## src/rtl/pspin_cmd_sched_pkg.sv

```systemverilog
// pspin_cmd_sched_pkg: shared command/response types and scheduler constants.
package pspin_cmd_sched_pkg;
   localparam int NUM_CLUSTERS = 4;
   localparam int NUM_CMD_INTERFACES = 3;
   localparam int MAX_INFLIGHT_DEF = 8;
   typedef logic [$clog2(MAX_INFLIGHT_DEF+1)-1:0] inflight_t;
   typedef struct packed {
      logic [7:0] cluster_id;
      logic [7:0] cmd_idx;
   } pspin_cmd_id_t;
   typedef struct packed {
      pspin_cmd_id_t cmd_id;
      logic [1:0]    intf_id;
      logic [15:0]   data;
   } pspin_cmd_t;
   typedef struct packed {
      pspin_cmd_id_t cmd_id;
      logic [15:0]   status;
   } pspin_cmd_resp_t;
   function automatic int ptr_w(input int n);
      return n > 1 ? $clog2(n) : 1;
   endfunction
endpackage

```

## src/rtl/pspin_cmd_sched_picker.sv

```systemverilog
// pspin_rr_picker: round-robin pick of one request starting at ptr.
module pspin_rr_picker import pspin_cmd_sched_pkg::*; #(
   parameter int N = 4,
   localparam int PW = ptr_w(N)
) (
   input  logic [N-1:0]  req,
   input  logic [PW-1:0] ptr,
   output logic [N-1:0]  gnt,
   output logic [PW-1:0] sel,
   output logic          valid
);
   always_comb begin
      gnt = '0;
      sel = '0;
      valid = 1'b0;
      for (int k = 0; k < N; k++) begin
         if (!valid && req[(int'(ptr) + k) % N]) begin
            gnt[(int'(ptr) + k) % N] = 1'b1;
            sel = PW'((int'(ptr) + k) % N);
            valid = 1'b1;
         end
      end
   end
endmodule

```

## src/rtl/pspin_cmd_sched.sv

```systemverilog
// pspin_cmd_sched: routes cluster commands to interfaces and completions back,
// with per-interface inflight caps and one grant per direction per cycle.
module pspin_cmd_sched import pspin_cmd_sched_pkg::*; #(
   parameter int NUM_REQ = NUM_CLUSTERS,
   parameter int NUM_INTF = NUM_CMD_INTERFACES,
   parameter int MAX_INFLIGHT = MAX_INFLIGHT_DEF,
   localparam int CW = $clog2(MAX_INFLIGHT + 1),
   localparam int QW = ptr_w(NUM_REQ),
   localparam int IW = ptr_w(NUM_INTF)
) (
   input  logic                               clk_i,
   input  logic                               rst_i,
   input  logic [NUM_REQ-1:0]                 req_valid_i,
   output logic [NUM_REQ-1:0]                 req_ready_o,
   input  pspin_cmd_t [NUM_REQ-1:0]           req_cmd_i,
   output logic [NUM_INTF-1:0]                intf_valid_o,
   input  logic [NUM_INTF-1:0]                intf_ready_i,
   output pspin_cmd_t [NUM_INTF-1:0]          intf_cmd_o,
   input  logic [NUM_INTF-1:0]                intf_resp_valid_i,
   output logic [NUM_INTF-1:0]                intf_resp_ready_o,
   input  pspin_cmd_resp_t [NUM_INTF-1:0]     intf_resp_i,
   output logic [NUM_REQ-1:0]                 resp_valid_o,
   input  logic [NUM_REQ-1:0]                 resp_ready_i,
   output pspin_cmd_resp_t [NUM_REQ-1:0]      resp_o,
   output logic [NUM_INTF-1:0][CW-1:0]        inflight_o,
   output logic                               err_illegal_intf_o,
   output logic                               err_spurious_resp_o
);
   pspin_cmd_t [NUM_INTF-1:0]       slot_cmd;
   logic [NUM_INTF-1:0]             slot_v;
   pspin_cmd_resp_t [NUM_REQ-1:0]   rslot;
   logic [NUM_REQ-1:0]              rslot_v;
   logic [NUM_INTF-1:0][CW-1:0]     cnt;
   logic [QW-1:0]                   rq_ptr, csel;
   logic [IW-1:0]                   rs_ptr, rsel;
   logic [NUM_REQ-1:0]              creq, cgnt, rwr;
   logic [NUM_INTF-1:0]             elig, rreq, rgnt, inc, dec;
   logic                            cval, rval, accept, rs_acc, illegal, resp_bad;
   pspin_cmd_t                      cmd_g;
   pspin_cmd_resp_t                 resp_g;

   pspin_rr_picker #(.N(NUM_REQ)) u_cmd_pick (
      .req(creq), .ptr(rq_ptr), .gnt(cgnt), .sel(csel), .valid(cval));
   pspin_rr_picker #(.N(NUM_INTF)) u_resp_pick (
      .req(rreq), .ptr(rs_ptr), .gnt(rgnt), .sel(rsel), .valid(rval));

   // Handshake outputs are forced low in reset so nothing completes then.
   assign accept = cval && !rst_i;
   assign rs_acc = rval && !rst_i;
   assign req_ready_o = accept ? cgnt : '0;
   assign intf_resp_ready_o = rs_acc ? rgnt : '0;
   assign intf_valid_o = rst_i ? '0 : slot_v;
   assign intf_cmd_o = slot_cmd;
   assign resp_valid_o = rst_i ? '0 : rslot_v;
   assign resp_o = rslot;
   assign inflight_o = rst_i ? '0 : cnt;
   assign cmd_g = req_cmd_i[csel];
   assign resp_g = intf_resp_i[rsel];

   always_comb begin
      elig = '0;
      creq = '0;
      rreq = '0;
      inc = '0;
      dec = '0;
      rwr = '0;
      for (int i = 0; i < NUM_INTF; i++) begin
         elig[i] = (!slot_v[i] || intf_ready_i[i]) && cnt[i] < CW'(MAX_INFLIGHT);
         inc[i] = accept && int'(cmd_g.intf_id) == i;
         dec[i] = intf_resp_ready_o[i];
      end
      // Illegal targets are always eligible so they can be drained and flagged.
      for (int r = 0; r < NUM_REQ; r++) begin
         creq[r] = req_valid_i[r] && int'(req_cmd_i[r].intf_id) >= NUM_INTF;
         for (int i = 0; i < NUM_INTF; i++)
            if (int'(req_cmd_i[r].intf_id) == i) creq[r] = req_valid_i[r] && elig[i];
         rwr[r] = rs_acc && int'(resp_g.cmd_id.cluster_id) == r;
      end
      for (int i = 0; i < NUM_INTF; i++) begin
         rreq[i] = intf_resp_valid_i[i] && int'(intf_resp_i[i].cmd_id.cluster_id) >= NUM_REQ;
         for (int r = 0; r < NUM_REQ; r++)
            if (int'(intf_resp_i[i].cmd_id.cluster_id) == r)
               rreq[i] = intf_resp_valid_i[i] && (!rslot_v[r] || resp_ready_i[r]);
      end
      illegal = accept && int'(cmd_g.intf_id) >= NUM_INTF;
      resp_bad = rs_acc && (int'(resp_g.cmd_id.cluster_id) >= NUM_REQ || cnt[rsel] == '0);
   end

   always_ff @(posedge clk_i) begin
      if (rst_i) begin
         slot_v <= '0;
         slot_cmd <= '0;
         rslot_v <= '0;
         rslot <= '0;
         cnt <= '0;
         rq_ptr <= '0;
         rs_ptr <= '0;
         err_illegal_intf_o <= 1'b0;
         err_spurious_resp_o <= 1'b0;
      end else begin
         if (accept) rq_ptr <= (int'(csel) == NUM_REQ - 1) ? '0 : csel + QW'(1);
         if (rs_acc) rs_ptr <= (int'(rsel) == NUM_INTF - 1) ? '0 : rsel + IW'(1);
         err_illegal_intf_o <= err_illegal_intf_o | illegal;
         err_spurious_resp_o <= err_spurious_resp_o | resp_bad;
         for (int i = 0; i < NUM_INTF; i++) begin
            if (intf_ready_i[i]) slot_v[i] <= 1'b0;
            if (inc[i]) begin
               slot_v[i] <= 1'b1;
               slot_cmd[i] <= cmd_g;
            end
            if (inc[i] && !dec[i]) cnt[i] <= cnt[i] + CW'(1);
            else if (dec[i] && !inc[i] && cnt[i] != '0) cnt[i] <= cnt[i] - CW'(1);
         end
         for (int r = 0; r < NUM_REQ; r++) begin
            if (resp_ready_i[r]) rslot_v[r] <= 1'b0;
            if (rwr[r]) begin
               rslot_v[r] <= 1'b1;
               rslot[r] <= resp_g;
            end
         end
      end
   end
endmodule
```

## config.mk

```make
export PLATFORM = sky130hd
export DESIGN_NAME = pspin_cmd_sched
export DESIGN_NICKNAME = d
export VERILOG_FILES = /design/src/rtl/pspin_cmd_sched_pkg.sv /design/src/rtl/pspin_cmd_sched_picker.sv /design/src/rtl/pspin_cmd_sched.sv
export SDC_FILE = /design/constraint.sdc
export NUM_CORES = 1
export LEC_CHECK = 0
export CAP_MARGIN = 20
export CORE_UTILIZATION = 30
export CTS_CLUSTER_DIAMETER = 50
export DETAILED_ROUTE_END_ITERATION = 10
export SETUP_SLACK_MARGIN = 0.15
export SYNTH_ARGS = -nofsm -noshare
export SYNTH_HDL_FRONTEND = slang
export SYNTH_SLANG_ARGS = --single-unit
```

## constraint.sdc

```tcl
create_clock -name clk_i -period 10.4 [get_ports clk_i]
set_input_delay 3.12 -clock clk_i [delete_from_list [all_inputs] [get_ports clk_i]]
set_output_delay 3.12 -clock clk_i [all_outputs]
set_load 0.02 [all_outputs]
```

==> results.tsv <==
metric	value	unit
# Post-CTS Setup Buffers	0	
largest net degree at the start of global routing	110	
number of detailed-route iterations in the first pass	5	
clock-pin slew on the worst setup and hold paths	50	ps
Synth-to-Final Area Change	54.77	%
DRT iter0 DRCs	543	
leakage	7.059	nW
Final Core Density	47.55	%
setup slack after layout	733.9	ps
Synth top area share	42.50	%
Worst-Margin Slew	1036	ps
max_cap viols	0	
Tot GR Track Use	21.44	%
switching share of power	39.83	%
grt ovf	0	
Setup Total Neg Slack	0	ps
Seq/Total Area, Yosys	42.50	%
Synth Register Bits	255	
Slew Viols, Final	0	
H-tree depth	2	
core box area	39100	µm²
post-synthesis cell type count	67	
final setup skew	18.73	ps
Syn Inst Count	1297	
Synth Area in Compound Gates	16.16	%
Site Rows	72	
most common cell in the netlist	dfxtp_1	
Int Pwr	0.003068	W
Synth warnings	0	
Die ar.	40850	µm²
setup violators final	0	
initial core utilization	30.73	%
RSZ-0062 raised after global routing	no	
cells taking the most area after synthesis	dfxtp_1 42%, mux2i_1 11%, nor2_1 4.7%	
CTS tree	yes	
vias in the first global route	11080	
number of antenna violations at the first check in global routing	6	
number of vias per cell	4.925	
clock latency on the worst-skew pair	530	ps
Tmin final	9666	ps
HP Class	flip-flop to flip-flop	
share of layout cells above drive strength 1	7.042	%
pre-CTS setup slack	776.6	ps
CTS Buf Count	35	
Switching Power	0.002031	W
WP data required	7280	ps
Post-Syn Area per Cell	9.262	µm²
GPL Wtd Cong	0.8570	
post-synthesis adder-cell area fraction	2.541	%
ys flop type	dfxtp_1	
post-route ant nets	0	
die width	202.1	µm
post-CTS sizing	0	
number of synthesized flops with an enable pin	0	
WP data arrival	6550	ps
syn_nets	1566	
Worst Setup Start Kind	primary input	
Worst setup EP type	primary output	
PD cells	274.3	nW/µm²
TritonCTS Sinks	255	
post-synthesis mux area share	13.89	%
largest family of logic cells by synthesized area	simple AND/OR/NAND/NOR gates	
via count	11310	
CP Max Fanout	11	
leading area contributor after synthesis	dfxtp_1	
post-synthesis async set-or-reset flop share	0	%
DRC viols	0	
fin crit share	92.94	%
part of the power in registers	25.8	%
maximum clock rate	0.1035	GHz
Tot Pwr	0.005099	W
Clk pwr share	24.1	%
Gate power share	50.1	%
Post-synth top cells	255 x dfxtp_1, 149 x nor2_1, 135 x mux2i_1, 101 x o21ai_0, 78 x clkbuf_1	
I/O Pins	506	
Max VDD drop	0.0002173	V
status	complete, no violations	
clk buf depth	3	
I/O Buffers	505	
Post-Synth XOR/XNOR Area	0.3645	%
slew margin rel.	30.88	%
chip height	202.1	µm
Hold-fix buffers, CTS	0	
first-pass GRT wire length	67.10	mm
final WL	45.12	mm
critical path type	primary input to primary output	
Final #Nets	2022	
CTS Root Cell	clkbuf_16	
Final HPWL DP	33.40	mm
mapped cell area	12010	µm²
final hold violation count	0	
routed wire length per instance	19.65	µm
simple logic cell fraction of the synthesized area	19.95	%
[power groups by stage]
| stage | Clock, W | Sequential [W] | Combinational (W) |
|---|---|---|---|
| 2_1_floorplan | 0 | 0.00152 | 0.00146 |
| 3_3_place_gp | 0 | 0.00133 | 0.00252 |
| 3_5_place_dp | 0 | 0.00133 | 0.00254 |
| 4_1_cts | 0.00126 | 0.00132 | 0.00256 |
| 5_1_grt | 0.00130 | 0.00134 | 0.00276 |
| 6_report | 0.00123 | 0.00132 | 0.00255 |
[cells in the final DEF (no fill, tap or decap), types with 7 or more instances in the layout]
| cell type | synthesis | routed |
|---|---|---|
| a211oi_1 | 33 | 33 |
| a21o_1 | 30 | 30 |
| a21oi_1 | 58 | 58 |
| a22oi_1 | 30 | 30 |
| and2_1 | 32 | 32 |
| and3_1 | 8 | 8 |
| buf_4 | 8 | 13 |
| clkbuf_16 | 0 | 35 |
| clkdlybuf4s50_1 | 0 | 504 |
| dfxtp_1 | 255 | 255 |
| ha_1 | 18 | 18 |
| inv_1 | 24 | 24 |
| mux2_2 | 8 | 8 |
| mux2i_1 | 135 | 135 |
| nand2_1 | 35 | 35 |
| nand2b_1 | 11 | 11 |
| nand3_1 | 8 | 8 |
| nand3b_1 | 73 | 73 |
| nand4_1 | 7 | 7 |
| nor2_1 | 149 | 149 |
| nor2b_1 | 63 | 63 |
| o21ai_0 | 101 | 101 |
| or3b_2 | 24 | 24 |
[metal layers]
| layer | part of all wire (%) | vias up | track usage [%] | wire, µm |
|---|---|---|---|---|
| met3 | 7.9 | 66 | 6.804 | 3576 |
| li1 | - | 5521 | - | - |
| met1 | 39 | 5296 | 23.62 | 17540 |
| met4 | 2.9 | 0 | 7.760 | 1317 |
| met5 | 0 | - | 0 | 0 |
| met2 | 50 | 425 | 38.37 | 22680 |
[final timing paths]
kind,from,end,slack [ps],depth (start not counted)
setup / recovery,resp_ready_i[1],intf_resp_ready_o[0],730,11
hold / removal,intf_cmd_o[50],intf_cmd_o[50],440,2
setup reg to reg,rq_ptr[0],cnt[7],4950,16
hold reg to reg,intf_cmd_o[50],intf_cmd_o[50],440,2
[worst max-delay path, stage by stage]
cell             delay, ps
clkdlybuf4s50_1        450
nand2b_1               210
mux4_2                 280
o21a_1                 320
nor2_1                 100
maj3_1                 350
a222oi_1               380
nand2b_1               200
or2_0                  410
inv_1                  100
clkdlybuf4s50_1        610
[final cells by class]
type	count	area, µm²
Antenna cell	3	7.507
Clock buffer	44	959.7
Clock inverter	15	229.0
Fill cell	3720	20510
Inverter	24	90.09
Multi-Input combinational cell	918	6371
Sequential cell	255	5105
Tap cell	518	648.1
Timing Repair Buffer	519	5181
[stage by stage]
| step | hold slack (ps) | cell area, µm² | cells |
|---|---|---|---|
| 2_1_floorplan | 496.6 | 12010 | 1297 |
| 3_3_place_gp | 433.9 | 17370 | 2233 |
| 3_5_place_dp | 439.0 | 17370 | 2233 |
| 4_1_cts | 447.8 | 18560 | 2292 |
| 5_1_grt | 464.9 | 18590 | 2296 |
| 6_report | 441.9 | 18590 | 2296 |
[sequential cells by signal (all words and copies together) (netlist names)]
name,count
resp_o,128
intf_cmd_o,102
cnt,12
rslot_v,4
slot_v,3
rq_ptr,2
rs_ptr,2
err_illegal_intf_o,1
err_spurious_resp_o,1
[cells by family (layout without fill, tap and decap cells)]
group | count (synthesis) | count (layout)
simple gates | 431 | 431
compound gates | 302 | 302
flops | 255 | 255
mux | 157 | 157
buf+inv | 124 | 602
fa+ha+maj | 23 | 23
xor+xnor | 5 | 5
other cells | 0 | 3
No activity file was read; power rests on OpenSTA's default activity.
